[src/rtl/lms_gear_ctrl.sv]
// lms_gear_ctrl: adaptation sequencer for the LMS equalizer.
// Gear-shifts mu downward during acquisition, tracks at the smallest mu,
// freezes coefficient updates once the windowed |error| sum is low, and
// re-acquires automatically when the windowed |error| sum rises again.
module lms_gear_ctrl #(
    parameter int ERR_BW   = 8,
    parameter int MU_BW    = 8,
    parameter int CNT_BW   = 20,
    parameter int N_GEARS  = 4,
    parameter int WIN_LOG2 = 4,
    localparam int SUM_BW  = ERR_BW + WIN_LOG2
) (
    input  logic                     clockdsp,
    input  logic                     soft_reset,
    input  logic                     i_en,
    input  logic                     i_start,
    input  logic                     i_stop,
    input  logic signed [ERR_BW-1:0] i_error,
    input  logic [MU_BW-1:0]         i_mu_init,
    input  logic [CNT_BW-1:0]        i_gear_len,
    input  logic [SUM_BW-1:0]        i_freeze_thr,
    input  logic [SUM_BW-1:0]        i_relock_thr,
    output logic [MU_BW-1:0]         o_mu,
    output logic                     o_lms_en,
    output logic [1:0]               o_state,
    output logic [1:0]               o_gear,
    output logic                     o_locked,
    output logic [SUM_BW-1:0]        o_err_sum,
    output logic                     o_err_sum_vld
);

    typedef enum logic [1:0] {
        ST_IDLE    = 2'd0,
        ST_ACQUIRE = 2'd1,
        ST_TRACK   = 2'd2,
        ST_FREEZE  = 2'd3
    } state_t;

    localparam logic [1:0] GEAR_LAST = 2'(N_GEARS - 1);

    state_t              state_q,    state_d;
    logic [1:0]          gear_q,     gear_d;
    logic [CNT_BW-1:0]   gear_cnt_q, gear_cnt_d;
    logic [MU_BW-1:0]    mu_cap_q,   mu_cap_d;
    logic [WIN_LOG2-1:0] win_cnt_q,  win_cnt_d;
    logic [SUM_BW-1:0]   acc_q,      acc_d;
    logic [SUM_BW-1:0]   sum_q,      sum_d;
    logic                sum_vld_q,  sum_vld_d;
    state_t              sum_src_q,  sum_src_d;
    logic [MU_BW-1:0]    mu_q,       mu_d;
    logic                lms_en_q,   lms_en_d;
    logic                locked_q,   locked_d;

    logic [SUM_BW-1:0]   err_sx;
    logic [SUM_BW-1:0]   abs_err;
    logic [SUM_BW-1:0]   acc_add;
    logic [CNT_BW-1:0]   gear_last_cnt;
    logic                sum_hit;
    logic                enter;

    assign err_sx        = {{WIN_LOG2{i_error[ERR_BW-1]}}, i_error};
    // -128 maps to +128; the extra WIN_LOG2 bits leave room for it
    assign abs_err       = i_error[ERR_BW-1] ? (~err_sx + SUM_BW'(1)) : err_sx;
    assign acc_add       = acc_q + abs_err;
    // A gear length of zero behaves like a length of one
    assign gear_last_cnt = (i_gear_len == '0) ? '0 : (i_gear_len - CNT_BW'(1));
    // Only a window completed in the current state may trigger a transition,
    // so a window that closed during ACQUIRE never freezes TRACK
    assign sum_hit       = sum_vld_q && (sum_src_q == state_q);

    // Next-state, window accumulation and registered-output decode
    always_comb begin
        state_d    = state_q;
        gear_d     = gear_q;
        gear_cnt_d = gear_cnt_q;
        mu_cap_d   = mu_cap_q;
        win_cnt_d  = win_cnt_q;
        acc_d      = acc_q;
        sum_d      = sum_q;
        sum_vld_d  = 1'b0;
        sum_src_d  = sum_src_q;
        enter      = 1'b0;

        if (state_q != ST_IDLE && i_en) begin
            if (win_cnt_q == '1) begin
                sum_d     = acc_add;
                sum_vld_d = 1'b1;
                sum_src_d = state_q;
                acc_d     = '0;
                win_cnt_d = '0;
            end else begin
                acc_d     = acc_add;
                win_cnt_d = win_cnt_q + 1'b1;
            end
        end

        case (state_q)
            ST_IDLE: begin
                if (i_start) begin
                    state_d    = ST_ACQUIRE;
                    gear_d     = '0;
                    gear_cnt_d = '0;
                    mu_cap_d   = i_mu_init;
                    enter      = 1'b1;
                end
            end
            ST_ACQUIRE: begin
                if (i_en) begin
                    if (gear_cnt_q == gear_last_cnt) begin
                        gear_cnt_d = '0;
                        if (gear_q < GEAR_LAST) begin
                            gear_d = gear_q + 1'b1;
                        end else begin
                            state_d = ST_TRACK;
                            enter   = 1'b1;
                        end
                    end else begin
                        gear_cnt_d = gear_cnt_q + 1'b1;
                    end
                end
            end
            ST_TRACK: begin
                if (sum_hit && (sum_q < i_freeze_thr)) begin
                    state_d = ST_FREEZE;
                    enter   = 1'b1;
                end
            end
            ST_FREEZE: begin
                if (sum_hit && (sum_q > i_relock_thr)) begin
                    state_d    = ST_ACQUIRE;
                    gear_d     = '0;
                    gear_cnt_d = '0;
                    enter      = 1'b1;
                end
            end
            default: state_d = ST_IDLE;
        endcase

        // Entering a state restarts the window; an already latched sum is kept
        if (enter) begin
            win_cnt_d = '0;
            acc_d     = '0;
        end

        if (i_stop) begin
            state_d    = ST_IDLE;
            gear_d     = '0;
            gear_cnt_d = '0;
            mu_cap_d   = '0;
            win_cnt_d  = '0;
            acc_d      = '0;
            sum_d      = '0;
            sum_vld_d  = 1'b0;
            sum_src_d  = ST_IDLE;
        end

        lms_en_d = (state_d == ST_ACQUIRE) || (state_d == ST_TRACK);
        mu_d     = lms_en_d ? (mu_cap_d >> gear_d) : '0;
        locked_d = (state_d == ST_FREEZE);
    end

    // State, counters and registered outputs
    always_ff @(posedge clockdsp or posedge soft_reset) begin
        if (soft_reset) begin
            state_q    <= ST_IDLE;
            gear_q     <= '0;
            gear_cnt_q <= '0;
            mu_cap_q   <= '0;
            win_cnt_q  <= '0;
            acc_q      <= '0;
            sum_q      <= '0;
            sum_vld_q  <= 1'b0;
            sum_src_q  <= ST_IDLE;
            mu_q       <= '0;
            lms_en_q   <= 1'b0;
            locked_q   <= 1'b0;
        end else begin
            state_q    <= state_d;
            gear_q     <= gear_d;
            gear_cnt_q <= gear_cnt_d;
            mu_cap_q   <= mu_cap_d;
            win_cnt_q  <= win_cnt_d;
            acc_q      <= acc_d;
            sum_q      <= sum_d;
            sum_vld_q  <= sum_vld_d;
            sum_src_q  <= sum_src_d;
            mu_q       <= mu_d;
            lms_en_q   <= lms_en_d;
            locked_q   <= locked_d;
        end
    end

    assign o_mu          = mu_q;
    assign o_lms_en      = lms_en_q;
    assign o_state       = state_q;
    assign o_gear        = gear_q;
    assign o_locked      = locked_q;
    assign o_err_sum     = sum_q;
    assign o_err_sum_vld = sum_vld_q;

endmodule

[config.mk]
export PLATFORM = sky130hd
export DESIGN_NAME = lms_gear_ctrl
export DESIGN_NICKNAME = d
export VERILOG_FILES = /design/src/rtl/lms_gear_ctrl.sv
export SDC_FILE = /design/constraint.sdc
export NUM_CORES = 1
export LEC_CHECK = 0
export ABC_AREA = 1
export CAP_MARGIN = 25
export CORE_MARGIN = 2
export CORE_UTILIZATION = 53
export DETAILED_ROUTE_END_ITERATION = 6
export DONT_BUFFER_PORTS = 1
export PLACE_DENSITY = 0.74
export SYNTH_ARGS = -nofsm -noshare
export SYNTH_HDL_FRONTEND = slang
export SYNTH_SLANG_ARGS = --single-unit
export TNS_END_PERCENT = 30
[constraint.sdc]
create_clock -name clockdsp -period 3.45 [get_ports clockdsp]
set_input_delay 1.035 -clock clockdsp [delete_from_list [all_inputs] [get_ports clockdsp]]
set_output_delay 1.035 -clock clockdsp [all_outputs]
set_load 0.01 [all_outputs]
# After elaboration in Yosys (flattened, before gate mapping)
# Index checks and enable logic that the tools add are counted.
[word_totals]
elab_cells = 100
inputBits = 65
register_bits = 73
[classes]
eq_ne = 12
n_mux = 51
n_bitwise = 1
reduce_logical = 14
add_sub_neg = 6
n_shift = 1
magnitude_cmp = 3
[op_table]
columns = ["cell", "n"]
rows = [
  ["$mux 20", 6],
  ["$mux 12", 8],
  ["$pmux 20 s3", 1],
  ["$mux 2", 16],
  ["$mux 8", 4],
  ["$add 20x1->20 const B", 1],
  ["$eq 20x20->1", 1],
  ["$logic_not 20->1", 1],
  ["$sub 20x1->20 const B", 1],
  ["$mux 4", 4],
  ["$add 12x1->12 const B", 1],
  ["$add 12x12->12", 1],
  ["$gt 12x12->1", 1],
  ["$lt 12x12->1", 1],
  ["$not 12->12", 1],
  ["$mux 1", 9],
  ["$ne 3x3->1 const B", 3],
  ["$eq 2x2->1 const B", 4],
  ["$pmux 2 s4", 1],
  ["$shr 8x2->8", 1],
  ["$pmux 2 s3", 1],
  ["$reduce_bool 2->1", 3],
  ["$add 4x1->4 const B", 1],
  ["$eq 2x1->1 const B", 2],
  ["other kinds (12)", 15],
]

# Logic depth before layout (Yosys ltp)
[depth]
depth_word = 10
ltp_mapped = 26
ltp_nobuf = 26

# Worst setup path before layout
# No wires, ideal clock.
[synth_timing]
path_type = "in2reg"
start = "input i_gear_len[0]"
end = "register mu_q[5] (netlist: o_mu[5])"
arrival_time_ps = 3736
path_buffers = 2
required_time_ps = 3385
path_slack_ps = -352
path_stages = 24
cell_sequence = "inv_1 -> ha_1 -> nand2_2 -> nor2_8 -> nand3_4 -> buf_6 -> buf_6 -> nand3_2 -> nor2_1 -> nor2_1 -> nand2_1 -> nor3_1 -> nand4_1 -> nand2_1 -> nand2_1 -> nand3_1 -> nand3_1 -> nand2_1 -> inv_1 -> ha_1 -> inv_1 -> a21oi_1 -> nand3_1 -> nand2_1"
[synth_via]
elab_chain_cells = 10
elab_cells_between_ends = 17
cone_classes = "1 x add/sub; 3 x eq/ne; 1 x shift; 10 x mux; 2 x reduce/logical"
[synth_rtl]
columns = ["element", "line", "rtl"]
rows = [
  ["start: declaration", "20", "input logic [CNT_BW-1:0] i_gear_len,"],
  ["$sub 20x1->20 / $logic_not 20->1 (equally long branches)", "66", "assign gear_last_cnt = (i_gear_len == '0) ? '0 : (i_gear_len - CNT_BW'(1));"],
  ["$mux 20 *", "66", ""],
  ["$eq 20x20->1 *", "109", "if (gear_cnt_q == gear_last_cnt) begin"],
  ["$mux 2 *", "109", ""],
  ["$mux 2 *", "108", "if (i_en) begin"],
  ["$pmux 2 s4 *", "97", "case (state_q)"],
  ["$mux 2 *", "145", "if (i_stop) begin"],
  ["via state_d[0]", "41", "state_t state_q, state_d;"],
  ["$eq 2x1->1 / $eq 2x2->1 (equally long branches)", "157", "lms_en_d = (state_d == ST_ACQUIRE) || (state_d == ST_TRACK);"],
  ["$logic_or 1x1->1 *", "157", ""],
  ["via lms_en_d", "51", "logic lms_en_q, lms_en_d;"],
  ["$mux 8 *", "158", "mu_d = lms_en_d ? (mu_cap_d >> gear_d) : '0;"],
  ["via mu_d[5]", "50", "logic [MU_BW-1:0] mu_q, mu_d;"],
  ["end signal: assignment", "187", "mu_q <= mu_d;"],
  ["end: declaration", "50", ""],
]
# The timed path passes the listed nets; every way through them passes the cells marked *.
# A chain may end at the register's enable or synchronous reset.

# Final worst setup path
[layout_timing]
start = "input i_gear_len[0]"
end = "register mu_q[0] (netlist: o_mu[0])"
# The elaborated chain is that of the path after synthesis.

==> impl_metrics.toml <==
[synthesis]
syn_area_per_cell_sq_um = 6.97
ys_seq_elements = 73
yosysWarningCount = 0
syn_inst = 857
synth_async_sr_flop_share_pct = 100
seq_total_area_yosys_pct = 30.6
yosys_most_used_dff = "sky130_fd_sc_hd__dfrtp_1"
synth.distinct_cells = 48
post_synth_instance_area_sq_um = 5970
synth_edf_count = 0

[power_and_ir_drop]
switching_share_pct = 38.6
power_per_cell_area_nw_per_um2 = 494
report.power.total_mw = 3.52
total_leakage_power_nw = 3.57
p_int_mw = 2.17
combPwrFrac_pct = 39.2
switchingPower_mw = 1.36
share_seq_of_total_power_pct = 31.7
power.ir.vdd_worst_uv = 389
clkPwrFrac_pct = 29.0

[clock_tree]
tritoncts_clock_tree = "built"
clockRootBuffer = "sky130_fd_sc_hd__clkbuf_16"
cts_num_sinks = 73
cts_inserted_buffers = 9
cts_hold_buffers_added = 0
clock_latency_reported_for_the_late_side_of_the_worst_skew_pair_ns = 0.34
clockBufferDepth = 2
htreeDepth = 3
clk_pin_slew_worst_paths_ns = 0.06

[global_route]
antenna_found_initial = 0
remaining_overflow_grt = 0
grt_usage_pct = 25.1
grt_pass1_wl_um = 24000
first_global_vias = 5246
pin_count_of_the_biggest_net_entering_global_routing = 43

[sta]
timing.final.ws_setup_ns = 0.0649
period_needed_ns = 3.39
skew_ns = 0.00745
maxSlewViolCount = 0
slew_headroom_pct = 54.1
timing_hold_violations_final = 0
worstMarginPinSlew_ns = 0.688
timing.final.crit_share_pct = 98.1
report.final.setup_viol = 0
setup_repair_after_global_routing_missed_its_margin = "true"
fmax_ghz = 0.295

[job]
maxCapViolCount = 0

[setup_path]
setup.worst_path.start = "i_gear_len[0]"
setup.worst_path.end = "o_mu[0]"
endpoint_kind = "flip-flop"
critical_path_class = "in2reg"
rr_worst_depth = 15
timing.critical_path.fanout_max = 6
r2r_end = "o_mu[0]"
timing.critical_path.required_ns = 3.72
rrSetupSlack_ns = 0.32
cp_data_arrival_time_ns = 3.66
setup.worst_path.start_class = "input pin"
worst_r2r_startpoint = "o_err_sum[11]"

[detailed_routing]
drtPass1Iterations = 5
drt.antenna.violating_nets = 0
dr.first_iter.drc_count = 375
route.detailed.wl_per_inst_um = 14.0
viasPerCell = 5.36
wirelength_um = 14900
post-route-drc-count = 0
num_vias = 5720

[layout]
layout_common_cells = "sky130_fd_sc_hd__nand2_1, sky130_fd_sc_hd__inv_1, sky130_fd_sc_hd__nor2_1"
final_common_cell = "sky130_fd_sc_hd__nand2_1"
seqCellArea_sq_um = 1830
finish.net_count = 1031
num-fill-cells = 985
area_used_by_multi_input_combinational_logic_sq_um = 3680
final_core_util_pct = 65.2
drive_above_1_share_pct = 16.7
diodes = 0
layout-area-overhead-vs-synth_pct = 19.5
finish.instance_area_sq_um = 7130

[floorplan]
floorplan.die.height_um = 110
floorplan.initialDensity_pct = 54.6
design.die.area_sq_um = 12100
rows = 38
floorplan.io_pins = 92
coreArea_sq_um = 10900
floorplan.die.width_um = 110

[placed_design]
placement.cell_area_sq_um = 6610
io_buffer_count = 0
gp_routability_congestion = 0.920
hpwlAfterDp_um = 11800
pre_cts_slack_ns = -0.245

[run_status]
run_status = "finished, final reports clean"

[hold_path]
hold_class = "reg2reg"
==> worst min-delay path by stage <==
stage / from / endpoint / slack (ns) / cells past startpoint
6_report: acc_q[10] / acc_q[10] / 0.54 / 2
5_1_grt: acc_q[11] / acc_q[11] / 0.57 / 2
4_1_cts: acc_q[10] / acc_q[10] / 0.53 / 2
3_5_place_dp: acc_q[10] / acc_q[10] / 0.52 / 2
3_3_place_gp: acc_q[11] / acc_q[11] / 0.50 / 2
2_1_floorplan: acc_q[10] / acc_q[10] / 0.48 / 2
==> metal layers <==
metal / wire, um / vias to the layer above / global-route usage [%]
li1: - / 2934 / -
met1: 6570 / 2631 / 32.5
met2: 7280 / 134 / 42.7
met3: 777 / 21 / 5.11
met4: 266 / 0 / 7.32
met5: 0 / - / 0
==> stage by stage <==
stage          std cells  TNS, ns  hold WS (ns)
2_1_floorplan        859        0         0.484
3_3_place_gp        1043    -1.30         0.502
3_5_place_dp        1043    -1.62         0.521
4_1_cts             1059        0         0.534
5_1_grt             1067   -0.688         0.571
6_report            1067        0         0.540
==> Yosys cell counts, types with 2 or more instances <==
| cell type | count | share of area [%] |
|---|---|---|
| sky130_fd_sc_hd__clkbuf_1 | 7 | 0.44 |
| sky130_fd_sc_hd__inv_1 | 136 | 8.6 |
| sky130_fd_sc_hd__o211ai_1 | 4 | 0.50 |
| sky130_fd_sc_hd__o21bai_1 | 2 | 0.25 |
| sky130_fd_sc_hd__xor2_1 | 15 | 2.2 |
| sky130_fd_sc_hd__a31oi_1 | 2 | 0.21 |
| sky130_fd_sc_hd__buf_2 | 2 | 0.17 |
| sky130_fd_sc_hd__nor2_2 | 8 | 0.84 |
| sky130_fd_sc_hd__nand4_2 | 3 | 0.63 |
| sky130_fd_sc_hd__a22oi_1 | 2 | 0.25 |
| sky130_fd_sc_hd__o31ai_1 | 2 | 0.25 |
| sky130_fd_sc_hd__o21ai_0 | 21 | 1.8 |
| sky130_fd_sc_hd__nor4_1 | 2 | 0.21 |
| sky130_fd_sc_hd__nand2_4 | 4 | 0.75 |
| sky130_fd_sc_hd__nor2_1 | 94 | 5.9 |
| sky130_fd_sc_hd__nand3_1 | 80 | 6.7 |
| sky130_fd_sc_hd__a21oi_1 | 43 | 3.6 |
| sky130_fd_sc_hd__ha_1 | 43 | 9.0 |
| sky130_fd_sc_hd__xnor2_1 | 9 | 1.3 |
| sky130_fd_sc_hd__a211oi_1 | 2 | 0.25 |
| sky130_fd_sc_hd__nor2_4 | 2 | 0.38 |
| sky130_fd_sc_hd__nand2_1 | 185 | 12 |
| sky130_fd_sc_hd__nand4_1 | 18 | 1.9 |
| sky130_fd_sc_hd__or2_2 | 2 | 0.21 |
| sky130_fd_sc_hd__o22ai_1 | 14 | 1.5 |
| sky130_fd_sc_hd__buf_4 | 2 | 0.25 |
| sky130_fd_sc_hd__o21ai_1 | 8 | 0.67 |
| sky130_fd_sc_hd__nand3_2 | 13 | 2.2 |
| sky130_fd_sc_hd__nand2_2 | 4 | 0.42 |
| sky130_fd_sc_hd__dfrtp_1 | 73 | 31 |
| sky130_fd_sc_hd__buf_6 | 4 | 0.75 |
| sky130_fd_sc_hd__nor3_1 | 33 | 2.8 |
| sky130_fd_sc_hd__nand3b_1 | 3 | 0.38 |
==> power by group through the flow <==
stage / clock network (mW) / logic (mW) / registers (mW)
2_1_floorplan: 0 / 0.968 / 1.10
5_1_grt: 1.07 / 1.56 / 1.13
3_5_place_dp: 0 / 1.33 / 1.13
6_report: 1.02 / 1.38 / 1.12
3_3_place_gp: 0 / 1.31 / 1.13
4_1_cts: 1.04 / 1.34 / 1.12
==> registers in the layout, summed over array words and instances (netlist names), 2 cells and up <==
name	cells
gear_cnt_q	20
acc_q	12
o_err_sum	12
mu_cap_q	8
o_mu	8
win_cnt_q	4
o_gear	2
o_state	2
sum_src_q	2
==> final cells by class <==
| type | count | area share, % |
|---|---|---|
| clock buffer | 10 | 3.35 |
| tap | 140 | 2.46 |
| multi-input combinational | 633 | 51.5 |
| inverter | 137 | 7.30 |
| sequential | 73 | 25.6 |
| clock inverter | 6 | 1.26 |
| timing repair buffer | 68 | 8.49 |
==> critical path, stage by stage <==
cell and delay, ns:
sky130_fd_sc_hd__clkinvlp_4 0.09, sky130_fd_sc_hd__ha_4 0.18, sky130_fd_sc_hd__nand2_4 0.10, sky130_fd_sc_hd__nor2_8 0.04
sky130_fd_sc_hd__nand3_4 0.16, sky130_fd_sc_hd__buf_6 0.14, sky130_fd_sc_hd__buf_4 0.10, sky130_fd_sc_hd__nand3_1 0.08
sky130_fd_sc_hd__nand2_2 0.08, sky130_fd_sc_hd__buf_4 0.11, sky130_fd_sc_hd__nand2_1 0.04, sky130_fd_sc_hd__nor2_1 0.08
sky130_fd_sc_hd__nand3_1 0.09, sky130_fd_sc_hd__nor2_2 0.18, sky130_fd_sc_hd__nand3_2 0.11, sky130_fd_sc_hd__nor2_2 0.12
sky130_fd_sc_hd__nand3_2 0.12, sky130_fd_sc_hd__a21oi_4 0.20, sky130_fd_sc_hd__ha_4 0.17, sky130_fd_sc_hd__inv_4 0.04
sky130_fd_sc_hd__a21oi_4 0.19, sky130_fd_sc_hd__nand3_1 0.13, sky130_fd_sc_hd__nand2_1 0.07
==> cells by family (layout without fill, tap and decap cells) <==
kind of cell	Yosys count	count (layout)	share of synthesized area [%]
DFF	73	73	30.6
buffers and inverters	153	221	10.3
other	1	3	0.0628
AOI/OAI and AO/OA	106	106	10.1
adders and majority gates	44	44	9.35
and+or+nand+nor	456	456	36.1
xor gates and xnor gates	24	24	3.52
==> what timing repair did <==
action                                 4_1_cts  5_1_grt
endpoints found under the hold margin        0        0
setup endpoints to repair                    0       12
resized for setup                            0       35
setup buffers                                0        8
No activity file was read; power rests on OpenSTA's default activity.
